$ cat config.mk
export PLATFORM = sky130hd
export DESIGN_NAME = serial_subtractor_flat
export DESIGN_NICKNAME = d
export VERILOG_FILES = /design/src/rtl/serial_subtractor_if.sv /design/src/rtl/serial_subtractor.sv /design/src/flat_wrapper.sv
export SDC_FILE = /design/constraint.sdc
export NUM_CORES = 1
export LEC_CHECK = 0
export ABC_AREA = 1
export CORE_UTILIZATION = 51
export DETAILED_ROUTE_END_ITERATION = 12
export PLACE_DENSITY = 0.76
export SETUP_SLACK_MARGIN = 0.02
export SYNTH_ARGS = -nofsm -noshare
export SYNTH_HDL_FRONTEND = slang
export SYNTH_SLANG_ARGS = --single-unit
$ cat constraint.sdc
create_clock -name clk -period 1.55 [get_ports clk]
set_input_delay 0.31 -clock clk [delete_from_list [all_inputs] [get_ports clk]]
set_output_delay 0.31 -clock clk [all_outputs]
set_load 0.02 [all_outputs]
$ cat src/rtl/serial_subtractor_if.sv
// Handshake and operand/result bundle for the bit-serial subtractor.
// The master issues start with operands; the slave reports busy/done and held results.
interface serial_subtractor_if #(
  parameter int WIDTH = 8
);
  logic             start;
  logic [WIDTH-1:0] a;
  logic [WIDTH-1:0] b;
  logic             busy;
  logic             done;
  logic [WIDTH-1:0] difference;
  logic             borrow_out;
  logic             zero;

  modport master (
    output start, a, b,
    input  busy, done, difference, borrow_out, zero
  );

  modport slave (
    input  start, a, b,
    output busy, done, difference, borrow_out, zero
  );
endinterface

$ cat src/rtl/serial_subtractor.sv
// Bit-serial a - b, LSB first, one full-subtractor step per clock with a registered borrow.
// Results (difference, borrow_out, zero) are held from completion until the next completion.
module serial_subtractor #(
  parameter int WIDTH = 8
) (
  input  logic                clk,
  input  logic                rst,
  serial_subtractor_if.slave  bus
);

  localparam int CNT_W = (WIDTH > 1) ? $clog2(WIDTH) : 1;

  typedef enum logic [1:0] {
    IDLE  = 2'd0,
    SHIFT = 2'd1,
    DONE  = 2'd2
  } state_t;

  state_t             state_r;
  state_t             state_next_s;
  logic [WIDTH-1:0]   a_sh_r;
  logic [WIDTH-1:0]   b_sh_r;
  logic [WIDTH-1:0]   res_r;
  logic [WIDTH-1:0]   res_next_s;
  logic               brw_r;
  logic               brw_next_s;
  logic               d_s;
  logic [CNT_W-1:0]   cnt_r;
  logic               last_s;
  logic               load_s;
  logic               busy_r;
  logic               done_r;
  logic [WIDTH-1:0]   difference_r;
  logic               borrow_out_r;
  logic               zero_r;

  // Full-subtractor bit step and the shifted result word it produces.
  always_comb begin
    d_s        = a_sh_r[0] ^ b_sh_r[0] ^ brw_r;
    brw_next_s = (~a_sh_r[0] & b_sh_r[0]) | (~(a_sh_r[0] ^ b_sh_r[0]) & brw_r);
    res_next_s = res_r >> 1;
    res_next_s[WIDTH-1] = d_s;
    last_s     = (cnt_r == CNT_W'(WIDTH - 1));
  end

  // Next-state decode; a new operation is accepted from IDLE or straight out of DONE.
  always_comb begin
    state_next_s = state_r;
    load_s       = 1'b0;
    case (state_r)
      IDLE: begin
        if (bus.start) begin
          state_next_s = SHIFT;
          load_s       = 1'b1;
        end else begin
          state_next_s = IDLE;
        end
      end
      SHIFT: begin
        if (last_s) begin
          state_next_s = DONE;
        end else begin
          state_next_s = SHIFT;
        end
      end
      DONE: begin
        if (bus.start) begin
          state_next_s = SHIFT;
          load_s       = 1'b1;
        end else begin
          state_next_s = IDLE;
        end
      end
      default: begin
        state_next_s = IDLE;
        load_s       = 1'b0;
      end
    endcase
  end

  // State, status flags, datapath shift registers and held results.
  always_ff @(posedge clk) begin
    if (rst) begin
      state_r      <= IDLE;
      busy_r       <= 1'b0;
      done_r       <= 1'b0;
      a_sh_r       <= '0;
      b_sh_r       <= '0;
      res_r        <= '0;
      brw_r        <= 1'b0;
      cnt_r        <= '0;
      difference_r <= '0;
      borrow_out_r <= 1'b0;
      zero_r       <= 1'b0;
    end else begin
      state_r <= state_next_s;
      busy_r  <= (state_next_s == SHIFT);
      done_r  <= (state_next_s == DONE);
      if (load_s) begin
        a_sh_r <= bus.a;
        b_sh_r <= bus.b;
        res_r  <= '0;
        brw_r  <= 1'b0;
        cnt_r  <= '0;
      end else if (state_r == SHIFT) begin
        a_sh_r <= a_sh_r >> 1;
        b_sh_r <= b_sh_r >> 1;
        res_r  <= res_next_s;
        brw_r  <= brw_next_s;
        cnt_r  <= cnt_r + CNT_W'(1);
        if (last_s) begin
          difference_r <= res_next_s;
          borrow_out_r <= brw_next_s;
          zero_r       <= (res_next_s == '0);
        end
      end
    end
  end

  assign bus.busy       = busy_r;
  assign bus.done       = done_r;
  assign bus.difference = difference_r;
  assign bus.borrow_out = borrow_out_r;
  assign bus.zero       = zero_r;

endmodule

$ cat src/flat_wrapper.sv
// flat-port wrapper written by rule: the top's interface ports become plain ports
module serial_subtractor_flat 
#(
  parameter int WIDTH = 8
)
  (clk, rst, bus_start, bus_a, bus_b, bus_busy, bus_done, bus_difference, bus_borrow_out, bus_zero);
  serial_subtractor_if #(.WIDTH(WIDTH)) bus_i ();
  input  logic clk;
  input  logic rst;
  input wire logic [$bits(bus_i.start)-1:0] bus_start;
  input wire logic [$bits(bus_i.a)-1:0] bus_a;
  input wire logic [$bits(bus_i.b)-1:0] bus_b;
  output wire logic [$bits(bus_i.busy)-1:0] bus_busy;
  output wire logic [$bits(bus_i.done)-1:0] bus_done;
  output wire logic [$bits(bus_i.difference)-1:0] bus_difference;
  output wire logic [$bits(bus_i.borrow_out)-1:0] bus_borrow_out;
  output wire logic [$bits(bus_i.zero)-1:0] bus_zero;
  assign bus_i.start = bus_start;
  assign bus_i.a = bus_a;
  assign bus_i.b = bus_b;
  assign bus_busy = bus_i.busy;
  assign bus_done = bus_i.done;
  assign bus_difference = bus_i.difference;
  assign bus_borrow_out = bus_i.borrow_out;
  assign bus_zero = bus_i.zero;
  serial_subtractor #(.WIDTH(WIDTH)) u_core (.clk(clk), .rst(rst), .bus(bus_i));
endmodule
# Word-level counts from Yosys, hierarchy flattened
# Index checks and enable logic that the tools add are counted.
# classes
add_sub_neg	1
n_eq_ne	5
mux	9
bitwise	8
reduce_logical	6
# ops
operator	n
8-bit two-way mux	4
8-bit zero test	1
2-bit by 1-bit equality test with 1-bit output, second input constant	2
2-bit equality test, second input constant	2
2-bit case mux with 2 select lines	1
2-bit OR reduction	2
3-bit by 1-bit adder with 3-bit output, second input constant	1
3-bit equality test, second input constant	1
1-bit two-way mux	3
1-bit inverter	3
3-bit AND reduction	1
1-bit AND	2
2-bit zero test	1
2-bit two-way mux	1
2-bit nonzero test	1
1-bit bitwise XOR	2
1-bit bitwise OR	1
# word_totals
regBits	42
in_bits	19
output_inout_bits	12

# Logic depth before layout (Yosys ltp)
# Gate-level depths: netlist of the first run.
# depth
word_depth	5
ltp_mapped	9
ltp_nobuf	8

# Worst setup path after synthesis of the first run
# No wires, ideal clock.
# synth_path
path_kind	register to register
from	reg u_core.b_sh_r[0]
to	reg u_core.zero_r (netlist: u_core.bus.zero)
arrival_time_ns	1.154
setup_slack_ns	0.279
path_stages_with_launch	8
cell_sequence	dfxtp_1 > inv_1 > fa_1 > nor2_1 > nand2_1 > nor2_1 > nor2_1 > nor2_1
# synth_between
elab_chain_cells	3
# synth_rtl
item	line	rtl
start: declaration	serial_subtractor.sv:22	logic [WIDTH-1:0] b_sh_r;
start signal: assignment	serial_subtractor.sv:101	b_sh_r <= bus.b;
start signal: assignment	serial_subtractor.sv:107	b_sh_r <= b_sh_r >> 1;
1-bit bitwise XOR (2 in series)	serial_subtractor.sv:39	d_s = a_sh_r[0] ^ b_sh_r[0] ^ brw_r;
net u_core.d_s	serial_subtractor.sv:27	logic d_s;
8-bit zero test	serial_subtractor.sv:114	zero_r <= (res_next_s == '0);
end signal: assignment	serial_subtractor.sv:114	
end: declaration	serial_subtractor.sv:35	logic zero_r;
# The timed path passes the listed nets, and every way through them passes these cells.
# A chain may end at the register's enable or synchronous reset.

# Final worst setup path of the first run
# layout_path
from	reg u_core.state_r[0]
to	reg u_core.a_sh_r[1]
# layout_between
elab_chain_cells	4
word_cells_on_any_way	7
# layout_rtl
item	line	rtl
start: declaration	serial_subtractor.sv:19	state_t state_r;
start signal: assignment	serial_subtractor.sv:96	state_r <= state_next_s;
2-bit equality test / 2-bit zero test (equally long branches)	serial_subtractor.sv:50	case (state_r)
2-bit OR reduction (no line)	n/a	
1-bit two-way mux	n/a	
8-bit two-way mux / 2-bit nonzero test (equally long branches)	n/a	
end signal: assignment	serial_subtractor.sv:100	a_sh_r <= bus.a;
end signal: assignment	serial_subtractor.sv:106	a_sh_r <= a_sh_r >> 1;
end: declaration	serial_subtractor.sv:21	logic [WIDTH-1:0] a_sh_r;
# Several ways; a longest one is shown, not always the timed one.

==> results of run 1 <==
## kinds of logic after synthesis
logic type / count (synthesis)
AOI/OAI and AO/OA: 31
buffers and inverters: 46
DFF: 41
xor gates and xnor gates: 1
adders and majority gates: 3
and+or+nand+nor: 126
## Yosys cell counts
| library cell | n | area share, % |
|---|---|---|
| nand2_1 | 65 | 14 |
| dfxtp_1 | 41 | 46 |
| nor2_1 | 36 | 7.6 |
| inv_1 | 31 | 6.6 |
| nand3_1 | 17 | 4.8 |
| a21oi_1 | 16 | 4.5 |
| o21ai_0 | 15 | 4.2 |
| buf_6 | 5 | 3.2 |
| inv_2 | 5 | 1.1 |
| buf_2 | 3 | 0.85 |
| ha_1 | 2 | 1.4 |
| nand2_2 | 2 | 0.70 |
| nand2_4 | 2 | 1.3 |
| nor2_2 | 2 | 0.70 |
| buf_4 | 1 | 0.42 |
| clkinv_1 | 1 | 0.21 |
| fa_1 | 1 | 1.1 |
| nor2_4 | 1 | 0.63 |
| nor3_1 | 1 | 0.28 |
| xor2_1 | 1 | 0.49 |
## routing by layer
layer / share of wire, % / routed length [µm] / track usage (%) / vias to the layer above
met3: 4.1 / 147 / 5.97 / 5
met2: 44 / 1580 / 30.8 / 36
li1: - / - / - / 825
met4: 0.75 / 27 / 14.6 / 0
met5: 0 / 0 / 0 / -
met1: 51 / 1840 / 27.7 / 706
## flip-flops by register name, indices dropped and copies added, names as in the netlist
name and flops:
u_core.brw_r 1, u_core.b_sh_r 8, u_core.bus.zero 1, u_core.a_sh_r 8, u_core.bus.borrow_out 1, u_core.state_r 2, u_core.bus.busy 1, u_core.res_r 7
u_core.bus.done 1, u_core.bus.difference 8, u_core.cnt_r 3
## worst register-to-register path, delay by kind of cell (launching register included)
family,cells,cell delay (ns)
simple gates,5,0.48
buf+inv,2,0.30
flops,1,0.54
## stage by stage
step / util, % / std cells / TNS [ns]
2_1_floorplan: - / 248 / 0
3_3_place_gp: 63.1 / 322 / 0
3_5_place_dp: 63.1 / 322 / -0.0266
4_1_cts: 64.3 / 330 / 0
5_1_grt: 64.3 / 330 / 0
6_report: 64.3 / 330 / 0
## power by group through the flow
stage | logic [W] | clock network, W | registers, W
after floorplan | 0.000205 | 0 | 0.00115
after global placement | 0.000282 | 0 | 0.00115
after detailed placement | 0.000285 | 0 | 0.00115
after CTS | 0.000287 | 0.000536 | 0.00113
after global routing | 0.000323 | 0.000569 | 0.00114
final | 0.000288 | 0.000521 | 0.00113
## placed cells by master (no fill, tap or decap), drive strengths merged
master	count
a21oi	16
inv	36
buf	7
xor2	1
nor3	1
nand2	69
clkdlybuf4s50	18
clkinv	3
dlygate4sd2	12
clkinvlp	1
ha	2
nand3	17
fa	1
nor2	39
o21ai	15
dfxtp	41
clkbuf	5
## cell type report
class / count / area, µm² / area share (%)
repair buffers: 37 / 338 / 15.7
inverters: 37 / 139 / 6.47
clock buffers: 5 / 37.5 / 1.75
multi-input cells: 161 / 737 / 34.3
clock inverters: 3 / 17.5 / 0.816
flip-flops and latches: 41 / 821 / 38.2
well taps: 46 / 57.6 / 2.68
## path summary, 6_finish.rpt
path	start	endpoint	slack, ns	cells after the start
worst min register to register	u_core.cnt_r[1]$_SDFFE_PP0P_	u_core.cnt_r[1]$_SDFFE_PP0P_	0.48	2
worst min-delay path	u_core.cnt_r[1]$_SDFFE_PP0P_	u_core.cnt_r[1]$_SDFFE_PP0P_	0.48	2
worst max-delay path	u_core.state_r[0]$_SDFF_PP0_	u_core.a_sh_r[1]$_SDFFE_PP0P_	0.15	7
worst max register to register	u_core.state_r[0]$_SDFF_PP0_	u_core.a_sh_r[1]$_SDFFE_PP0P_	0.15	7
==> metrics.yaml, run 1 <==
clock_tree:
  cts.path.max_buffers: 2
  clkSlewWorstSetupHoldPaths_ns: 0.12
  cts_hold_buf: 0
  clkLatencyLatePin_ns: 0.35
  cts_tree: "done"
  cts_inserted_buffers: 5
  clockRootBuffer: "clkbuf_4"
  cts.sinks: 41
  cts_resized: 12
  cts_max_level: 2
  post_cts_buffers: 0
sta:
  tightestPinTransition_ns: 0.339
  rsz0062_at_grt: "false"
  slew_viol_final: 0
  hold_slack_ns: 0.476
  final.period_utilization_pct: 90.3
  fin_skew_ns: 0.00529
  post-route-min-period_ns: 1.40
  clock.fmax_ghz: 0.714
  setup_slack_ns: 0.150
  maxSlewHeadroom_pct: 77.3
  finalSetupViolations: 0
  finalHoldViolations: 0
route:
  wl_per_cell_um: 10.9
  routed_wl_mm: 3.60
  first_iter_violations: 69
  ant_nets: 0
  drc: 0
  vias: 1572
  firstDrtPassIters: 4
  vias_per_cell: 4.76
floorplan:
  die_width_um: 61
  rows: 21
  ioPinCount: 31
  dieArea_um2: 3720
  core_area_um2: 3340
  start_util_pct: 53.2
  fp.dieH_um: 61
logic_synthesis:
  synth-seq-cells: 41
  yosysSeqAreaShare_pct: 46.2
  ys.warnings.count: 0
  synthesis.nets: 270
  synthAdderAreaFrac_pct: 2.54
  synthMuxAreaShare_pct: 0
  synth_compound_area_share_pct: 8.74
  synth_top_family_by_area: "simple AND/OR/NAND/NOR gates"
  avgSynthCellArea_um2: 7.16
  synth_cells: 248
  synthSimpleGateAreaFrac_pct: 29.7
  synth_xor_area_share_pct: 0.493
  ys_types: 20
  syn_area_um2: 1780
placed_design:
  gp_congestion: 0.821
  post-place-ws_ns: -0.0104
  dp_hpwl_mm: 2.48
  placed_cell_area_um2: 2110
  port_buffers: 30
setup_path:
  cpPeakStageDelay_ns: 0.54
  crit_required_ns: 1.81
  start_kind: "register"
  slowest_stage: "dfxtp_1"
  crit_fanout: 16
  crit_chain: "inv_2 -> nand2_4 -> nand2_2 -> inv_2 -> nand2_1 -> nand2_1 -> nor2_1"
  crit_arrival_ns: 1.66
  worstSetupPathType: "reg -> reg"
  path_delay_family: "flip-flops"
  cp-end-kind: "register"
  path_buf_inv: 2
final_layout:
  fillCellCount: 319
  syn_to_final_growth_pct: 20.9
  fin_nets: 305
  final_area_um2: 2150
  antenna_cells: 0
  drive_gt1_share_pct: 9.51
power:
  powerDensity_nw_per_um2: 903
  leakage_nw: 1.07
  p_sw_share_pct: 28.0
  switchingPower_w: 0.000543
  pwr-share-comb_pct: 14.9
  p_total_w: 0.00194
  power.internal_w: 0.00140
  pwr-share-seq_pct: 58.3
  ir_drop_v: 0.000542
  clkPwrFrac_pct: 26.9
grt:
  gr-total-overflow: 0
  grt_max_degree: 17
  grt_use_total_pct: 21.3
  first_global_vias: 1383
  grt_pass1_wl_mm: 5.75
  antenna_found_initial: 0
job:
  maxCapViolCount: 0
outcome:
  run_status: "completed"
worst_hold_path:
  min_path_type: "reg -> reg"
(Power assumes the default switching activity.)
==> run 2, diff against run 1 <==
- CORE_MARGIN: not set -> 2
- SETUP_SLACK_MARGIN: 0.02 -> 0.4
- SLEW_MARGIN: not set -> 20
==> run 2 against run 1 <==
Against the previous run:
- register-to-register slack improved by 0.05 ns
- critical path depth stayed put
- non-clock buffer count rose by 12
- cell area increased by 15%
- largest power group unchanged
- global-route usage decreased by 0.42 points
- clock power up 43%
- critical path type unchanged
==> metrics.yaml, run 2 (synthesized netlist as in run 1, its figures left out) <==
outcome:
  run_status: "completed"
power:
  powerDensity_nw_per_um2: 892  # -1.3%
  leakage_nw: 1.15  # +8.4%
  ir_drop_v: 0.00103  # +90%
floorplan:
  ioPinCount: 31  # unchanged
  start_util_pct: 53.2  # unchanged
  core_area_um2: 3340  # unchanged
  dieArea_um2: 3970  # +6.7%
  fp.dieH_um: 63  # +3.3%
  die_width_um: 63  # +3.3%
  rows: 21  # unchanged
sta:
  maxSlewHeadroom_pct: 82.9  # +5.6 points
  post-route-min-period_ns: 1.35  # -0.0472 ns
  clock.fmax_ghz: 0.739  # +3.5%
  setup_tns_ns: 0  # unchanged
  hold_slack_ns: 0.362  # -0.114 ns
  fin_skew_ns: 0.0186  # +0.0133 ns
  slew_viol_final: 0  # unchanged
  finalHoldViolations: 0  # unchanged
  tightestPinTransition_ns: 0.256  # -0.0833 ns
  final.period_utilization_pct: 87.3  # -3.0 points
  finalSetupViolations: 0  # unchanged
  rsz0062_at_grt: "true"
route:
  vias: 1692  # +7.6%
  firstDrtPassIters: 6  # +2
  wl_per_cell_um: 12.3  # +13%
  routed_wl_mm: 4.23  # +18%
  ant_nets: 0  # unchanged
  drc: 0  # unchanged
  first_iter_violations: 199  # +190%
  vias_per_cell: 4.93  # +3.6%
setup_path:
  r2r_slack_ns: 0.20  # +0.05 ns
  cp-end-kind: "register"
  cpPeakStageDelay_ns: 0.38  # -0.16 ns
  path_delay_family: "flip-flops"
  start_kind: "register"
  cpMostUsedCell: "ha_4"
  worstSetupPathType: "reg -> reg"
  crit_chain: "ha_4 -> ha_4 -> inv_4 -> nor2_4 -> clkinvlp_4 -> nand3_1 -> nand2_1"
  crit_fanout: 5  # -11
  slowest_stage: "dfxtp_2"
  crit_cells: 7  # unchanged
  r2r_start: "u_core.cnt_r[1]$_SDFFE_PP0P_"
  path_buf_inv: 2  # unchanged
  r2r_cells: 7  # unchanged
  crit_required_ns: 1.81  # about the same
  crit_arrival_ns: 1.61  # -0.05 ns
  critPathLaunch: "u_core.cnt_r[1]$_SDFFE_PP0P_"
  regToRegEndpoint: "u_core.bus.difference[2]$_SDFFE_PP0P_"
grt:
  grt_use_total_pct: 20.9  # -0.42 points
  grt_max_degree: 18  # +1
  antenna_found_initial: 0  # unchanged
  gr-total-overflow: 0  # unchanged
  first_global_vias: 1496  # +8.2%
  grt_pass1_wl_mm: 6.62  # +15%
final_layout:
  fin_nets: 318  # +4.3%
  antenna_cells: 0  # unchanged
  final_common_cell: "nand2_1"
  post-route-util_pct: 74.0  # +9.6 points
  final_area_um2: 2470  # +15%
  syn_to_final_growth_pct: 39.0
  layout_common_cells: "62 x nand2_1, 31 x nor2_1, 26 x inv_1"
  drive_gt1_share_pct: 30.3  # +21 points
  fillCellCount: 253  # -21%
placed_design:
  port_buffers: 30  # unchanged
  placed_cell_area_um2: 2090  # -1.0%
  gp_congestion: 0.828  # +0.84%
  dp_hpwl_mm: 2.45  # -1.1%
clock_tree:
  clkSlewWorstSetupHoldPaths_ns: 0.13  # about the same
  clkLatencyLatePin_ns: 0.36  # about the same
  cts.path.max_buffers: 2  # unchanged
  cts_tree: "done"
  clockRootBuffer: "clkbuf_4"
  cts.sinks: 41  # unchanged
  cts_max_level: 2  # unchanged
  cts_inserted_buffers: 5  # unchanged
worst_hold_path:
  min_path_cells: 3  # +1
  holdPathEnd: "u_core.b_sh_r[0]$_SDFFE_PP0P_"
  min_path_type: "in -> reg"
  hp-start: "rst"
job:
  maxCapViolCount: 0  # unchanged
==> run 2: cell count changes in the layout (fill, tap and decap cells not counted), moves of 5 or more <==
cell,previous run,this run
dlygate4sd2_1,12,0
buf_4,7,18
dfxtp_1,41,24
nor2_1,36,31
inv_1,31,26
dfxtp_2,0,16
buf_6,0,12
==> run 2: worst max-delay path by stage <==
stage | to | slack, ns
floorplan | u_core.bus.zero$_SDFFE_PP0P_ | 0.28
global placement | u_core.cnt_r[1]$_SDFFE_PP0P_ | -0.02
detailed placement | u_core.res_r[2]$_SDFFE_PP0P_ | -0.05
CTS | u_core.bus.zero$_SDFFE_PP0P_ | 0.18
global route | u_core.bus.difference[7]$_SDFFE_PP0P_ | 0.13
finish | u_core.bus.difference[2]$_SDFFE_PP0P_ | 0.20
==> run 2: power by group <==
part | switching, W | internal, W
clock | 0.000361 | 0.000383
sequential | 0.0000319 | 0.00110
combinational | 0.000182 | 0.000141
==> run 2: what timing repair did <==
| action | CTS | global route |
|---|---|---|
| gates resized for setup | 96 | 29 |
| pin swaps | 6 | 7 |
| buffers inserted | 7 | 8 |
| endpoints found under the setup margin | 52 | 50 |
| cloned | 1 | 0 |
| hold buffers | 0 | 0 |
| hold endpoints to repair | 0 | 0 |
==> run 2: metal layers <==
| layer | GRT usage, % | wire length [µm] | vias to the layer above |
|---|---|---|---|
| met1 | 26.4 | 1900 | 772 |
| met5 | 0 | 0 | - |
| li1 | - | - | 854 |
| met4 | 9.17 | 69 | 0 |
| met3 | 2.88 | 188 | 6 |
| met2 | 35.4 | 2080 | 60 |
==> run 2: area by class of cell <==
class | instances | area [µm²] | area share, %
repair inverters | 1 | 7.51 | 0.304
well taps | 46 | 57.6 | 2.33
repair buffers | 49 | 475 | 19.3
multi-input cells | 161 | 838 | 34.0
inverters | 37 | 156 | 6.34
clock buffers | 6 | 51.3 | 2.08
flip-flops and latches | 41 | 845 | 34.2
clock inverters | 2 | 37.5 | 1.52
==> run 2: worst reg2reg max path, stage by stage (launching register included) <==
cell and delay [ns]:
dfxtp_2 0.38, ha_4 0.15, ha_4 0.13, inv_4 0.04, nor2_4 0.21, clkinvlp_4 0.21
nand3_1 0.11, nand2_1 0.05
==> run 2: through the flow <==
step	setup WS (ns)	power, W	std cells
3_5_place_dp	-0.0535	0.00143	319
5_1_grt	0.130	0.00231	343
6_report	0.197	0.00220	343
4_1_cts	0.180	0.00218	335
2_1_floorplan	0.280	0.00135	248
3_3_place_gp	-0.0192	0.00143	319
==> run 3, diff against run 2 <==
- CORE_UTILIZATION: 51 -> 36
- PLACE_DENSITY: 0.76 -> 0.56
- SETUP_SLACK_MARGIN: 0.4 -> 0.2
==> run 3 against run 2 <==
Against the previous run:
- cell area down 6.4%
- worst setup slack worse by 0.010 ns
- critical path depth unchanged
- largest cell class unchanged
- largest power group unchanged
- highest routed layer unchanged
==> metrics.yaml, run 3 (synthesized netlist as in run 1, its figures left out) <==
outcome:
  run_status: "completed"
setup_path:
  crit_chain: "inv_2 -> fa_1 -> nor2_1 -> nand2_1 -> nor2_2 -> nor2_2 -> nor2_1"
  worstSetupPathType: "reg -> reg"
  cpPeakStageDelay_ns: 0.57  # +0.19 ns
  crit_fanout: 2  # -3
  crit_required_ns: 1.73  # -0.08 ns
  path_buf_inv: 1  # -1
  cp-end-kind: "register"
  slowest_stage: "fa_1"
  start_kind: "register"
  crit_cells: 7  # unchanged
  crit_arrival_ns: 1.54  # -0.07 ns
  path_delay_family: "adder cells"
  r2r_cells: 7  # unchanged
worst_hold_path:
  min_path_type: "reg -> reg"
  min_path_cells: 2  # -1
route:
  vias: 1545  # -8.7%
  vias_per_cell: 4.33  # -12%
  first_iter_violations: 81  # -59%
  routed_wl_mm: 3.66  # -14%
  ant_nets: 0  # unchanged
  wl_per_cell_um: 10.3  # -17%
  drc: 0  # unchanged
  firstDrtPassIters: 4  # -2
grt:
  grt_use_total_pct: 14.4  # -6.5 points
  grt_max_degree: 20  # +2
  antenna_found_initial: 0  # unchanged
  grt_pass1_wl_mm: 6.13  # -7.4%
  gr-total-overflow: 0  # unchanged
  first_global_vias: 1340  # -10%
placed_design:
  post-place-ws_ns: -0.103  # -0.0499 ns
  gp_congestion: 0.772  # -6.7%
  dp.cells: 342  # +7.2%
  dp_hpwl_mm: 2.55  # +4.0%
  port_buffers: 30  # unchanged
floorplan:
  core_area_um2: 4750  # +42%
  ioPinCount: 31  # unchanged
  start_util_pct: 37.3  # -16 points
  rows: 25  # +19%
  fp.dieH_um: 74.2  # +18%
  die_width_um: 74.2  # +18%
  dieArea_um2: 5510  # +39%
clock_tree:
  clkLatencyLatePin_ns: 0.28  # -0.08 ns
  cts.path.max_buffers: 2  # unchanged
  cts.sinks: 41  # unchanged
  cts_hold_buf: 0  # unchanged
  cts_tree: "done"
  clkSlewWorstSetupHoldPaths_ns: 0.08  # -0.05 ns
  cts_inserted_buffers: 5  # unchanged
  clockRootBuffer: "clkbuf_8"
  cts_max_level: 2  # unchanged
final_layout:
  instances_no_fill: 357  # +4.1%
  layout_common_cells: "64 x nand2_1, 36 x dfxtp_1, 32 x nor2_1"
  fin_nets: 312  # -1.9%
  final_common_cell: "nand2_1"
  syn_to_final_growth_pct: 30.2
  antenna_cells: 0  # unchanged
  drive_gt1_share_pct: 16.2  # -14 points
  fillCellCount: 508  # +100%
sta:
  fin_skew_ns: 0.00522  # -0.0133 ns
  final.period_utilization_pct: 87.9  # +0.65 points
  maxSlewHeadroom_pct: 81.3  # -1.6 points
  slew_viol_final: 0  # unchanged
  setup_slack_ns: 0.187  # -0.0100 ns
  post-route-min-period_ns: 1.36  # +0.0100 ns
  clock.fmax_ghz: 0.734  # -0.74%
  finalHoldViolations: 0  # unchanged
  hold_slack_ns: 0.466  # +0.104 ns
  finalSetupViolations: 0  # unchanged
  tightestPinTransition_ns: 0.279  # +0.0224 ns
  rsz0062_at_grt: "true"
  setup_tns_ns: 0  # unchanged
power:
  leakage_nw: 1.12  # -3.1%
  ir_drop_v: 0.000579  # -44%
  p_total_w: 0.00214  # -2.8%
  powerDensity_nw_per_um2: 926  # +3.9%
job:
  maxCapViolCount: 0  # unchanged
## run 3: changes by cell type in the layout (fill, tap and decap cells not counted), sizes merged, moves of 2 or more
cell and change:
clkinvlp -2, clkdlybuf4s50 +2, dlygate4sd2 +12, dlymetal6s2s -2, buf -17
## run 3: power by group
group	total, W	internal [W]	switching (W)
combinational	0.000316	0.000144	0.000172
clock	0.000696	0.000353	0.000343
sequential	0.00113	0.00110	0.0000265
total	0.00214	0.00160	0.000541
## run 3: metrics by stage
stage	util, %	instance area [µm²]
floorplan	-	1780
detailed placement	44.7	2130
global placement	44.7	2130
finish	48.6	2310
global route	48.6	2310
CTS	46.5	2210
## run 3: cell type report
type / count / area [µm²] / share of cell area [%]
clock buffer: 7 / 86.3 / 3.74
tap: 67 / 83.8 / 3.63
multi-input combinational: 161 / 761 / 32.9
inverter: 37 / 150 / 6.50
timing repair buffer: 44 / 403 / 17.4
sequential: 41 / 827 / 35.8
## run 3: repair_timing
| item | 4_1_cts | 5_1_grt |
|---|---|---|
| endpoints found under the setup margin | 16 | 29 |
| pin swaps | 2 | 7 |
| resized for setup | 14 | 17 |
| buffers inserted | 1 | 7 |
## run 3: worst paths after layout
kind / slack, ns / from / end
max: 0.19 / u_core.b_sh_r[0]$_SDFFE_PP0P_ / u_core.bus.zero$_SDFFE_PP0P_
min: 0.47 / u_core.brw_r$_SDFFE_PP0P_ / u_core.brw_r$_SDFFE_PP0P_
max reg2reg: 0.19 / u_core.b_sh_r[0]$_SDFFE_PP0P_ / u_core.bus.zero$_SDFFE_PP0P_
min reg2reg: 0.47 / u_core.brw_r$_SDFFE_PP0P_ / u_core.brw_r$_SDFFE_PP0P_
## run 3: worst min-delay path, stage by stage (launching register included)
cell and delay, ns:
dfxtp_2 0.32, nand2_1 0.05, a21oi_1 0.05
## run 3: routing by layer
metal / vias to the layer above / GRT usage [%] / routed length [µm]
met5: - / 0 / 0
met4: 0 / 5.36 / 57
met3: 5 / 3.25 / 102
met2: 24 / 21.8 / 1600
met1: 675 / 20.2 / 1900
li1: 841 / - / -
